`config.mk`:
```
export PLATFORM = sky130hd
export DESIGN_NAME = ps2_host_tx
export DESIGN_NICKNAME = d
export VERILOG_FILES = /design/src/rtl/ps2_host_tx.sv
export SDC_FILE = /design/constraint.sdc
export NUM_CORES = 1
export LEC_CHECK = 0
export CORE_MARGIN = 2
export CORE_UTILIZATION = 58
export DETAILED_ROUTE_END_ITERATION = 8
export GPL_ROUTABILITY_DRIVEN = 1
export PLACE_DENSITY_LB_ADDON = 0.08
export SLEW_MARGIN = 20
export SYNTH_ARGS = -nofsm -noshare
export SYNTH_HDL_FRONTEND = slang
export SYNTH_SLANG_ARGS = --single-unit
```
`constraint.sdc`:
```
create_clock -name clk_bus -period 2.4 [get_ports clk_bus]
set_input_delay 0.48 -clock clk_bus [delete_from_list [all_inputs] [get_ports clk_bus]]
set_output_delay 0.48 -clock clk_bus [all_outputs]
set_load 0.01 [all_outputs]
```
`src/rtl/ps2_host_tx.sv`:
```
// PS/2 host-to-device command transmitter: inhibit, request-to-send, 10-bit frame, ACK check.
// Optional macro PS2TX_CLK_FILTER_EN adds a FILTER_LEN-sample glitch filter on the PS/2 clock.
module ps2_host_tx #(
  parameter int INHIBIT_CYC = 2400,
  parameter int TIMEOUT_CYC = 48000
`ifdef PS2TX_CLK_FILTER_EN
  , parameter int FILTER_LEN = 8
`endif
) (
  input  logic       clk_bus,
  input  logic       bus_reset_n,
  input  logic [7:0] tx_data,
  input  logic       tx_stb,
  output logic       tx_busy,
  output logic       tx_done,
  output logic       tx_err,
  input  logic       ps2_clk_in,
  input  logic       ps2_dat_in,
  output logic       ps2_clk_oe,
  output logic       ps2_dat_oe
);

  localparam int CNT_MAX = (INHIBIT_CYC > TIMEOUT_CYC) ? INHIBIT_CYC : TIMEOUT_CYC;
  localparam int CNT_W   = $clog2(CNT_MAX + 1);

  typedef enum logic [2:0] {
    S_IDLE,
    S_INHIBIT,
    S_SEND,
    S_ACK,
    S_WAITREL
  } state_e;

  state_e           state_q;
  logic [CNT_W-1:0] cnt_q;
  logic [3:0]       bit_cnt_q;
  logic [9:0]       shreg_q;
  logic             tx_busy_q;
  logic             tx_done_q;
  logic             tx_err_q;
  logic             clk_oe_q;
  logic             dat_oe_q;

  logic [1:0] clk_sync_q;
  logic [1:0] dat_sync_q;
  logic       clk_prev_q;
  logic       clk_s;
  logic       dat_s;
  logic       clk_lvl;
  logic       fe;

  // Synchronizers reset to the released (high) bus level so reset cannot fake an edge.
  always_ff @(posedge clk_bus) begin
    if (!bus_reset_n) begin
      clk_sync_q <= 2'b11;
      dat_sync_q <= 2'b11;
    end else begin
      clk_sync_q <= {clk_sync_q[0], ps2_clk_in};
      dat_sync_q <= {dat_sync_q[0], ps2_dat_in};
    end
  end

  assign clk_s = clk_sync_q[1];
  assign dat_s = dat_sync_q[1];

`ifdef PS2TX_CLK_FILTER_EN
  localparam int FW = $clog2(FILTER_LEN + 1);

  logic          clk_filt_q;
  logic [FW-1:0] filt_cnt_q;

  // The filtered level follows the synced clock only after FILTER_LEN differing samples in a row.
  always_ff @(posedge clk_bus) begin
    if (!bus_reset_n) begin
      clk_filt_q <= 1'b1;
      filt_cnt_q <= '0;
    end else if (clk_s == clk_filt_q) begin
      filt_cnt_q <= '0;
    end else if (filt_cnt_q == FW'(FILTER_LEN - 1)) begin
      clk_filt_q <= clk_s;
      filt_cnt_q <= '0;
    end else begin
      filt_cnt_q <= filt_cnt_q + FW'(1);
    end
  end

  assign clk_lvl = clk_filt_q;
`else
  assign clk_lvl = clk_s;
`endif

  always_ff @(posedge clk_bus) begin
    if (!bus_reset_n) clk_prev_q <= 1'b1;
    else              clk_prev_q <= clk_lvl;
  end

  assign fe = clk_prev_q & ~clk_lvl;

  always_ff @(posedge clk_bus) begin
    if (!bus_reset_n) begin
      state_q   <= S_IDLE;
      cnt_q     <= '0;
      bit_cnt_q <= '0;
      shreg_q   <= '0;
      tx_busy_q <= 1'b0;
      tx_done_q <= 1'b0;
      tx_err_q  <= 1'b0;
      clk_oe_q  <= 1'b0;
      dat_oe_q  <= 1'b0;
    end else begin
      tx_done_q <= 1'b0;
      tx_err_q  <= 1'b0;
      case (state_q)
        S_IDLE: begin
          clk_oe_q  <= 1'b0;
          dat_oe_q  <= 1'b0;
          tx_busy_q <= 1'b0;
          if (tx_stb) begin
            shreg_q   <= {1'b1, ~^tx_data, tx_data};
            cnt_q     <= '0;
            clk_oe_q  <= 1'b1;
            tx_busy_q <= 1'b1;
            state_q   <= S_INHIBIT;
          end
        end

        S_INHIBIT: begin
          if (cnt_q == CNT_W'(INHIBIT_CYC - 1)) begin
            dat_oe_q  <= 1'b1;
            clk_oe_q  <= 1'b0;
            bit_cnt_q <= '0;
            cnt_q     <= '0;
            state_q   <= S_SEND;
          end else begin
            cnt_q <= cnt_q + CNT_W'(1);
          end
        end

        S_SEND: begin
          if (fe) begin
            dat_oe_q  <= ~shreg_q[0];
            shreg_q   <= {1'b0, shreg_q[9:1]};
            bit_cnt_q <= bit_cnt_q + 4'd1;
            cnt_q     <= '0;
            if (bit_cnt_q == 4'd9) state_q <= S_ACK;
          end else if (cnt_q == CNT_W'(TIMEOUT_CYC - 1)) begin
            clk_oe_q  <= 1'b0;
            dat_oe_q  <= 1'b0;
            tx_err_q  <= 1'b1;
            tx_busy_q <= 1'b0;
            state_q   <= S_IDLE;
          end else begin
            cnt_q <= cnt_q + CNT_W'(1);
          end
        end

        S_ACK: begin
          if (fe) begin
            cnt_q <= '0;
            if (!dat_s) begin
              state_q <= S_WAITREL;
            end else begin
              tx_err_q  <= 1'b1;
              tx_busy_q <= 1'b0;
              state_q   <= S_IDLE;
            end
          end else if (cnt_q == CNT_W'(TIMEOUT_CYC - 1)) begin
            clk_oe_q  <= 1'b0;
            dat_oe_q  <= 1'b0;
            tx_err_q  <= 1'b1;
            tx_busy_q <= 1'b0;
            state_q   <= S_IDLE;
          end else begin
            cnt_q <= cnt_q + CNT_W'(1);
          end
        end

        S_WAITREL: begin
          // Device must release both lines after its ACK before the transfer counts as done.
          if (clk_s && dat_s) begin
            tx_done_q <= 1'b1;
            tx_busy_q <= 1'b0;
            state_q   <= S_IDLE;
          end else if (fe) begin
            cnt_q <= '0;
          end else if (cnt_q == CNT_W'(TIMEOUT_CYC - 1)) begin
            clk_oe_q  <= 1'b0;
            dat_oe_q  <= 1'b0;
            tx_err_q  <= 1'b1;
            tx_busy_q <= 1'b0;
            state_q   <= S_IDLE;
          end else begin
            cnt_q <= cnt_q + CNT_W'(1);
          end
        end

        default: begin
          clk_oe_q  <= 1'b0;
          dat_oe_q  <= 1'b0;
          tx_busy_q <= 1'b0;
          state_q   <= S_IDLE;
        end
      endcase
    end
  end

  assign tx_busy    = tx_busy_q;
  assign tx_done    = tx_done_q;
  assign tx_err     = tx_err_q;
  assign ps2_clk_oe = clk_oe_q;
  assign ps2_dat_oe = dat_oe_q;

endmodule

```
After elaboration in Yosys (flattened, before gate mapping)
Cells that the tools add are included.
Storage, ports and cells
  register bits: 43
  bits of input ports: 13
  output and inout bits: 5
  logic and storage cells: 93
Operators by class
  $add $sub $neg: 2
  eq/ne operators: 14
  mux-type cells: 47
  bitwise gates (word level): 4
  reductions and logical operators: 14
Operators by type and width (number)
  two-way mux 16 bit: 5
  case mux 16 bit (4 select lines): 1
  two-way mux 3 bit: 9
  two-way mux 1 bit: 21
  two-way mux 10 bit: 2
  case mux 10 bit (2 select lines): 1
  adder 16 x 1 -> 16 bit (second input constant): 1
  equality test 16 x 12 -> 1 bit (second input constant): 1
  equality test 16 bit (second input constant): 1
  case mux 3 bit (5 select lines): 1
  inequality test 3 bit (second input constant): 3
  AND reduction 3 bit: 3
  two-way mux 4 bit: 2
  inequality test 2 bit (second input constant): 4
  case mux 1 bit (4 select lines): 2
  case mux 4 bit (2 select lines): 1
  XNOR reduction 8 bit: 1
  equality test 3 x 2 -> 1 bit (second input constant): 2
  AND reduction 2 bit: 3
  case mux 1 bit (5 select lines): 1
  adder 4 x 1 -> 4 bit (second input constant): 1
  equality test 4 bit (second input constant): 1
  AND reduction 4 bit: 1
  nonzero test 2 bit: 2
  other kinds (9): 11

Depth between registers and ports, before layout
Gate-level depths: netlist of the first run.
  word-level depth: 5
  depth in mapped cells: 8
  mapped depth without buffers: 6

Worst setup path before layout of the first run
No wires, ideal clock.
  kind: reg-to-reg
  start: register cnt_q[7]
  end: register cnt_q[13]
  library setup time: 120 ps
  arrival time: 2039 ps
  required time: 2280 ps
  setup slack: 241 ps
  cell stages (with the launch flop): 7
  path buffers: 1
  period minus slack after synthesis: 2159 ps
  path through: dfxtp_1 -> or4b_4 -> or4_4 -> o21ai_2 -> buf_6 -> nor4_2 -> o31a_1
Between the ends
  longest elaborated chain between the ends: 5
  elaborated cells on any way between the ends: 8
  those cells by class: 1 x add/sub; 2 x eq/ne; 5 x mux
RTL lines
  from (decl): RTL line 35  | logic [CNT_W-1:0] cnt_q;
  from (signal assigned): RTL line 135  | cnt_q <= cnt_q + CNT_W'(1);
  from (signal assigned): RTL line 153  | cnt_q <= cnt_q + CNT_W'(1);
  from (signal assigned): RTL line 174  | cnt_q <= cnt_q + CNT_W'(1);
  adder 16 x 1 -> 16 bit or equality test 16 bit (tied branches)
  two-way mux 16 bit: RTL line 146, 167, 186
  two-way mux 16 bit: RTL line 184  | end else if (fe) begin
  two-way mux 16 bit: RTL line 180  | if (clk_s && dat_s) begin
  case mux 16 bit (4 select lines) (*): RTL line 113  | case (state_q)
Every way passes the cells marked *; elsewhere a longest branch is shown, timed or not. The select of a mux whose other input is x is not followed.
A chain may end at the register's enable or synchronous reset.

Worst setup path after layout of the first run
  start: register cnt_q[15]
  end: register bit_cnt_q[3]
Between the ends
  longest elaborated chain between the ends: 3
RTL lines
  equality test 16 x 12 -> 1 bit: RTL line 128  | if (cnt_q == CNT_W'(INHIBIT_CYC - 1)) begin
  inequality test 2 bit (no source line)
  AND reduction 3 bit (no source line)
  to (signal assigned): RTL line 143  | bit_cnt_q <= bit_cnt_q + 4'd1;
  to (decl): RTL line 36  | logic [3:0] bit_cnt_q;
Every way passes these cells.

==> impl_metrics.env, run 1 <==
export IMPL_outcome="finished clean"
export IMPL_vdd_drop_max_uv=482
export IMPL_r2r_cells=6
export IMPL_grt_pass1_wl_um=9370
export IMPL_clk_latency_ps=300
export IMPL_stdcell_area_um2=2800
export IMPL_whs_ps=410
export IMPL_cts_sinks=43
export IMPL_drc_errors=0
export IMPL_wire_per_inst_um=15.2
export IMPL_placed_cell_area_um2=2690
export IMPL_cts_resized=0
export IMPL_max_slew_margin_rel_pct=64.8
export IMPL_syn_inst=282
export IMPL_die_w_um=68.0
export IMPL_min_to="dat_sync_q[1]"
export IMPL_final_cell_mix="dfxtp_1, nand2_1, nor2_1"
export IMPL_synth_avg_cell_area_um2=8.41
export IMPL_worstPathArrival_ps=2500
export IMPL_grt_max_degree=19
export IMPL_final_common_cell="dfxtp_1"
export IMPL_crit_type="reg -> reg"
export IMPL_nNetsFinal=331
export IMPL_drt_iter0_drc=193
export IMPL_tightest_slew_ps=528
export IMPL_setup_tns_ps=0
export IMPL_ys_seq_area_share_pct=36.3
export IMPL_start_util_pct=59.7
export IMPL_wl_um=5560
export IMPL_setup_viol=0
export IMPL_grt_use_total_pct=26.9
export IMPL_layout_area_seq_um2=861
export IMPL_final_hold_viol_count=0
export IMPL_worstPathRequired_ps=2590
export IMPL_hp_start="dat_sync_q[0]"
export IMPL_antenna_found_initial=0
export IMPL_hp_class="reg -> reg"
export IMPL_hold_depth=1
export IMPL_cts_root_buffer="clkbuf_8"
export IMPL_core_area_um2=3970
export IMPL_routabilityCongestion=0.893
export IMPL_async_flop_share_pct=0
export IMPL_clockBufferDepth=2
export IMPL_die_area_um2=4620
export IMPL_fin_crit_ps=2300
export IMPL_cap_violations=0
export IMPL_p_leak_nw=1.02
export IMPL_port_buffers=17
export IMPL_antenna_left=0
export IMPL_power_density_nw_per_um2=843
export IMPL_viasPerCell=6.14
export IMPL_drv_slew=0
export IMPL_multi_input_area_um2=1400
export IMPL_row_count=23
export IMPL_syn_area_um2=2370
export IMPL_grt_pass1_vias=2060
export IMPL_endpoint_kind="register"
export IMPL_r2r_end="bit_cnt_q[3]"
export IMPL_skew_ps=14.5
export IMPL_r2r_start="cnt_q[15]"
export IMPL_postCtsSetupRepairBufs=0
export IMPL_dr_pass1_iters=5
export IMPL_yosys_warnings=0
export IMPL_path_clk_slew_ps=80
export IMPL_synth_fp_nets=298
export IMPL_htree_num_levels=2
export IMPL_ys_types=61
export IMPL_clock_fmax_mhz=434
export IMPL_vias=2248
export IMPL_post_route_period_util_pct=96.0
export IMPL_grt_setup_unrepaired="false"
export IMPL_n_fill_cell=336
export IMPL_hpwl_um=4050
export IMPL_fp_dieH_um=68.0
export IMPL_path_max_fanout=8
export IMPL_area_growth_syn_to_layout_pct=18.0
export IMPL_io_pins=18
export IMPL_drive_gt1_share_pct=15.2
export IMPL_cts_hold_buf=0
export IMPL_num_antenna_cells=0
export IMPL_start_kind="register"
export IMPL_ys_seq_elements=43
export IMPL_synth_ff_type="dfxtp_1"
export IMPL_r2r_setup_slack_ps=100
export IMPL_synth_edf_count=0
export IMPL_cts_buffers=5
export IMPL_cts_tree="yes"
export IMPL_grt_overflow=0
==> per-stage QoR <==
stage	utilization (%)	instances	setup slack, ps	total power, mW
after CTS	70.3	366	109	2.35
after floorplan	-	282	241	1.52
final	70.5	366	95.4	2.36
after detailed placement	67.7	358	100	1.85
after global routing	70.5	366	8.18	2.49
after global placement	67.7	358	149	1.83
==> cell type report <==
type | instances | area share (%)
Clock buffer | 7 | 3.44
Sequential cell | 43 | 30.8
Inverter | 5 | 0.671
Multi-Input combinational cell | 219 | 50.1
Clock inverter | 1 | 0.268
Tap cell | 50 | 2.24
Timing Repair Buffer | 41 | 12.5
==> routing by layer <==
layer	share of wire [%]	up-vias	wire length, um	track usage (%)
met4	2.4	0	131	9.00
met5	0	-	0	0
met3	4.8	12	269	4.93
li1	-	1101	-	-
met1	45	1054	2500	35.0
met2	48	81	2660	44.7
==> registers in the layout, indices dropped and copies added (netlist names) <==
name / cells
cnt_q: 16
clk_sync_q: 2
state_q: 3
clk_prev_q: 1
bit_cnt_q: 4
dat_sync_q: 2
tx_done: 1
tx_busy: 1
ps2_dat_oe: 1
tx_err: 1
ps2_clk_oe: 1
shreg_q: 10
==> Yosys cell counts, drive strengths merged, types with 4 or more instances <==
| cell type | number | share of area [%] |
|---|---|---|
| or4 | 5 | 1.8 |
| a311oi | 9 | 3.3 |
| o21a | 5 | 1.6 |
| inv | 5 | 0.79 |
| nand4 | 7 | 1.8 |
| clkbuf | 11 | 3.0 |
| a21oi | 15 | 3.2 |
| a31oi | 4 | 1.1 |
| buf | 4 | 1.1 |
| xnor2 | 12 | 4.4 |
| nand2 | 35 | 5.9 |
| dfxtp | 43 | 36 |
| nand3 | 18 | 3.8 |
| nor4 | 4 | 2.0 |
| nor3 | 5 | 1.1 |
| o21ai | 14 | 3.4 |
| and3 | 4 | 1.1 |
| nand2b | 10 | 2.6 |
| nor2 | 27 | 4.3 |
==> worst max-delay path by stage <==
stage / from / to / slack (ps)
6_report: cnt_q[15] / bit_cnt_q[3] / 100
5_1_grt: cnt_q[15] / bit_cnt_q[3] / 8
4_1_cts: cnt_q[15] / bit_cnt_q[3] / 110
3_5_place_dp: tx_stb / cnt_q[10] / 100
3_3_place_gp: tx_stb / cnt_q[10] / 150
2_1_floorplan: cnt_q[7] / cnt_q[13] / 240
==> critical path, stage by stage (launching register included) <==
cell and delay, ps:
dfxtp_1 340, or4b_1 610, o41ai_4 360, buf_4 230, a21boi_1 350, a21boi_1 120, o21a_1 190
==> where the power goes <==
part	internal [mW]	switching [mW]
clock	0.262	0.252
sequential	0.808	0.0656
combinational	0.421	0.551
==> kinds of logic after synthesis <==
kind of cell             Yosys count  share of synthesized area [%]
AO/OA/AOI/OAI                     70                           21.5
XOR/XNOR                          14                           5.17
adder cells (fa/ha/maj)            3                           1.58
buffers and inverters             20                           4.90
flip-flops                        43                           36.3
multiplexers                       1                          0.422
AND/OR/NAND/NOR                  131                           30.2
Power figures use the tool's default switching activity.
==> run 2, diff against run 1 <==
--- a/config.mk
+++ b/config.mk
@@ -6,7 +6,7 @@
 export NUM_CORES = 1
 export LEC_CHECK = 0
 export CORE_MARGIN = 2
-export CORE_UTILIZATION = 58
+export CORE_UTILIZATION = 62
 export DETAILED_ROUTE_END_ITERATION = 8
 export GPL_ROUTABILITY_DRIVEN = 1
 export PLACE_DENSITY_LB_ADDON = 0.08
==> constraint.sdc (replaced) <==
create_clock -name clk_bus -period 2.8 [get_ports clk_bus]
set_input_delay 0.56 -clock clk_bus [delete_from_list [all_inputs] [get_ports clk_bus]]
set_output_delay 0.56 -clock clk_bus [all_outputs]
set_load 0.01 [all_outputs]
==> impl_metrics.env, run 2 (synthesis results as in run 1) <==
export IMPL_clk_latency_ps=290
export IMPL_drt_iter0_drc=228
export IMPL_crit_family="simple AND/OR/NAND/NOR gates"
export IMPL_largest_register="cnt_q"
export IMPL_drc_errors=0
export IMPL_fp_dieH_um=65.9
export IMPL_grt_pass1_vias=1889
export IMPL_cts_resized=0
export IMPL_grt_use_total_pct=25.4
export IMPL_drv_slew=0
export IMPL_hp_class="reg -> reg"
export IMPL_crit_type="reg -> reg"
export IMPL_crit_slowest_cell="or4_4"
export IMPL_max_stage_delay_ps=600
export IMPL_n_fill_cell=290
export IMPL_final_common_cell="dfxtp_1"
export IMPL_multi_input_area_um2=1400
export IMPL_nNetsFinal=315
export IMPL_htree_num_levels=2
export IMPL_cts_sinks=43
export IMPL_io_pins=18
export IMPL_routabilityCongestion=0.898
export IMPL_worstPathArrival_ps=2650
export IMPL_final_cell_mix="dfxtp_1, nand2_1, nor2_1"
export IMPL_worstPathRequired_ps=2990
export IMPL_die_area_um2=4340
export IMPL_largest_reg_flops=16
export IMPL_tightest_slew_ps=622
export IMPL_dr_pass1_iters=5
export IMPL_p_leak_nw=0.949
export IMPL_area_growth_syn_to_layout_pct=13.1
export IMPL_row_count=22
export IMPL_cap_violations=0
export IMPL_endpoint_kind="register"
export IMPL_wire_per_inst_um=14.6
export IMPL_grt_setup_unrepaired="false"
export IMPL_vias=2166
export IMPL_path_max_fanout=12
export IMPL_power_density_nw_per_um2=737
export IMPL_num_antenna_cells=0
export IMPL_outcome="finished clean"
export IMPL_grt_max_degree=20
export IMPL_drive_gt1_share_pct=10.7
export IMPL_postCtsSetupRepairBufs=0
export IMPL_max_slew_margin_rel_pct=58.4
export IMPL_clockBufferDepth=2
export IMPL_setup_viol=0
export IMPL_whs_ps=419
export IMPL_cts_root_buffer="clkbuf_8"
export IMPL_antenna_found_initial=0
export IMPL_hpwl_um=3570
export IMPL_vdd_drop_max_uv=379
export IMPL_grt_overflow=0
export IMPL_port_buffers=17
export IMPL_skew_ps=5.57
export IMPL_antenna_left=0
export IMPL_core_area_um2=3660
export IMPL_die_w_um=65.9
export IMPL_grt_pass1_wl_um=8580
export IMPL_wl_um=5070
export IMPL_final_hold_viol_count=0
export IMPL_start_util_pct=64.8
export IMPL_reg_largest_list="cnt_q: 16 flops, shreg_q: 10 flops, bit_cnt_q: 4 flops"
export IMPL_cts_hold_buf=0
export IMPL_clock_fmax_mhz=406
export IMPL_setup_tns_ps=0
export IMPL_cts_tree="yes"
export IMPL_fin_crit_ps=2460
export IMPL_crit_chain="or4b_4, or4_4, o21ai_2, nor4_2, o31a_1"
export IMPL_start_kind="register"
export IMPL_finalPower_mw=1.98
export IMPL_post_route_period_util_pct=87.9
export IMPL_viasPerCell=6.22
export IMPL_path_clk_slew_ps=80
export IMPL_cts_buffers=5
export IMPL_critPathBufInv=0
export IMPL_layout_area_seq_um2=861
run 2: final cells by class:
cell class                      instances  share of cell area, %
Inverter                                5                  0.700
Timing Repair Buffer                   25                   8.58
Clock buffer                            6                   3.08
Sequential cell                        43                   32.1
Tap cell                               48                   2.24
Multi-Input combinational cell        219                   52.0
Clock inverter                          2                   1.31
run 2: final timing paths:
path	start	slack, ps	to	depth (start not counted)
setup reg to reg	cnt_q[10]	340	cnt_q[13]	5
hold reg to reg	dat_sync_q[0]	420	dat_sync_q[1]	1
hold / removal	dat_sync_q[0]	420	dat_sync_q[1]	1
setup / recovery	cnt_q[10]	340	cnt_q[13]	5
run 2: stage by stage:
stage                     setup WS [ps]  cells  instance area (um^2)  utilization (%)
after floorplan                     641    282                  2370                -
after global placement              314    340                  2560             70.1
after detailed placement            250    340                  2560             70.1
after CTS                           354    348                  2680             73.3
after global routing                262    348                  2680             73.3
final                               339    348                  2680             73.3
run 2: metal layers:
| metal | vias to the layer above | track usage (%) | share of wire, % |
|---|---|---|---|
| met5 | - | 0 | 0 |
| met1 | 995 | 34.3 | 47 |
| met4 | 0 | 10.7 | 1.8 |
| li1 | 1067 | - | - |
| met3 | 12 | 5.79 | 6.3 |
| met2 | 92 | 39.0 | 45 |
run 2: power breakdown:
| group | switching (mW) | internal (mW) | total, mW |
|---|---|---|---|
| Sequential | 0.0691 | 0.693 | 0.762 |
| Clock | 0.210 | 0.289 | 0.498 |
| Combinational | 0.421 | 0.295 | 0.716 |
==> run 3, diff against run 2 <==
--- a/config.mk
+++ b/config.mk
@@ -5,7 +5,8 @@
 export SDC_FILE = /design/constraint.sdc
 export NUM_CORES = 1
 export LEC_CHECK = 0
-export CORE_MARGIN = 2
+export CORE_ASPECT_RATIO = 0.9
+export CORE_MARGIN = 4
 export CORE_UTILIZATION = 62
 export DETAILED_ROUTE_END_ITERATION = 8
 export GPL_ROUTABILITY_DRIVEN = 1
==> impl_metrics.env, run 3 (synthesis results as in run 1) <==
export IMPL_grt_pass1_vias=2057
export IMPL_htree_num_levels=2
export IMPL_path_max_fanout=12
export IMPL_wl_um=5210
export IMPL_row_count=21
export IMPL_clk_latency_ps=300
export IMPL_cts_resized=0
export IMPL_cts_root_buffer="clkbuf_8"
export IMPL_routabilityCongestion=0.856
export IMPL_skew_ps=7.61
export IMPL_tightest_slew_ps=587
export IMPL_area_growth_syn_to_layout_pct=14.2
export IMPL_worstPathArrival_ps=2610
export IMPL_drc_errors=0
export IMPL_cts_hold_buf=0
export IMPL_setup_tns_ps=0
export IMPL_port_buffers=17
export IMPL_grt_pass1_wl_um=8900
export IMPL_fin_crit_ps=2420
export IMPL_layout_area_seq_um2=861
export IMPL_crit_type="reg -> reg"
export IMPL_num_antenna_cells=0
export IMPL_core_area_um2=3700
export IMPL_clockBufferDepth=2
export IMPL_multi_input_area_um2=1400
export IMPL_cts_tree="yes"
export IMPL_endpoint_kind="register"
export IMPL_grt_overflow=0
export IMPL_outcome="finished clean"
export IMPL_final_hold_viol_count=0
export IMPL_antenna_left=0
export IMPL_setup_viol=0
export IMPL_antenna_found_initial=0
export IMPL_p_leak_nw=0.963
export IMPL_postCtsSetupRepairBufs=0
export IMPL_r2r_setup_slack_ps=380
export IMPL_io_pins=18
export IMPL_grt_max_degree=19
export IMPL_fp_dieH_um=66.7
export IMPL_largest_register="cnt_q"
export IMPL_die_w_um=73.2
export IMPL_endpoint="cnt_q[13]"
export IMPL_path_clk_slew_ps=80
export IMPL_largest_reg_flops=16
export IMPL_die_area_um2=4880
export IMPL_power_density_nw_per_um2=762
export IMPL_reg_largest_list="cnt_q: 16 flops, shreg_q: 10 flops, bit_cnt_q: 4 flops"
export IMPL_post_route_period_util_pct=86.4
export IMPL_finalPower_mw=2.07
export IMPL_crit_start="cnt_q[7]"
export IMPL_cts_buffers=5
export IMPL_cap_violations=0
export IMPL_start_util_pct=64.0
export IMPL_final_cell_mix="dfxtp_1, nand2_1, nor2_1"
export IMPL_start_kind="register"
export IMPL_grt_setup_unrepaired="false"
export IMPL_hp_class="reg -> reg"
export IMPL_drv_slew=0
export IMPL_drive_gt1_share_pct=10.9
export IMPL_cts_sinks=43
export IMPL_max_slew_margin_rel_pct=60.8
export IMPL_vias=2141
export IMPL_r2r_start="cnt_q[7]"
export IMPL_final_common_cell="dfxtp_1"
export IMPL_r2r_end="cnt_q[13]"
export IMPL_n_fill_cell=290
export IMPL_wire_per_inst_um=15.0
export IMPL_dr_pass1_iters=4
export IMPL_vdd_drop_max_uv=504
export IMPL_nNetsFinal=317
export IMPL_drt_iter0_drc=111
export IMPL_worstPathRequired_ps=2990
export IMPL_grt_use_total_pct=23.2
export IMPL_hpwl_um=3770
export IMPL_clock_fmax_mhz=413
export IMPL_final_core_util_pct=73.2
export IMPL_r2r_cells=5
export IMPL_viasPerCell=6.15
-- run 3: cell types whose count changed in the layout (fill, tap and decap cells not counted) --
cell	delta
clkbuf_8	-1
clkbuf_1	+1
clkinv_2	-1
bufinv_16	+1
buf_4	+2
-- run 3: area by class of cell --
type | count | area share (%)
Sequential cell | 43 | 31.8
Clock inverter | 2 | 2.22
Clock buffer | 6 | 2.68
Inverter | 5 | 0.693
Timing Repair Buffer | 27 | 9.05
Tap cell | 46 | 2.12
Multi-Input combinational cell | 219 | 51.5
-- run 3: power breakdown --
group	switching, mW	internal [mW]	total [mW]
combinational	0.424	0.308	0.732
sequential	0.0736	0.693	0.766
clock	0.211	0.357	0.568
total	0.709	1.36	2.07
-- run 3: worst min-delay path by stage --
stage	slack [ps]	cells past startpoint	end	startpoint
floorplan	390	1	clk_sync_q[1]	clk_sync_q[0]
global placement	390	1	dat_sync_q[1]	dat_sync_q[0]
detailed placement	400	1	dat_sync_q[1]	dat_sync_q[0]
CTS	410	1	dat_sync_q[1]	dat_sync_q[0]
global route	420	1	dat_sync_q[1]	dat_sync_q[0]
finish	410	1	dat_sync_q[1]	dat_sync_q[0]
-- run 3: layer usage --
| metal | part of all wire, % | wire length [um] | up-vias | GRT usage [%] |
|---|---|---|---|---|
| met1 | 44 | 2310 | 1003 | 28.1 |
| met4 | 1.6 | 82 | 0 | 9.91 |
| met5 | 0 | 0 | - | 0 |
| met2 | 48 | 2520 | 54 | 38.6 |
| met3 | 5.7 | 298 | 10 | 5.58 |
| li1 | - | - | 1074 | - |
-- run 3: worst max-delay path, stage by stage (launching register included) --
cell and delay [ps]:
dfxtp_1 350, or4b_4 600, or4_4 590, o21ai_2 430, nor4_2 100, o31a_1 240
-- run 3: metrics by stage --
stage          hold WS [ps]  std cells  instance area (um^2)  worst slack [ps]
6_report                413        348                  2710               381
5_1_grt                 422        348                  2710               322
4_1_cts                 415        348                  2710               395
3_3_place_gp            392        340                  2580               296
3_5_place_dp            396        340                  2580               218
2_1_floorplan           386        282                  2370               641
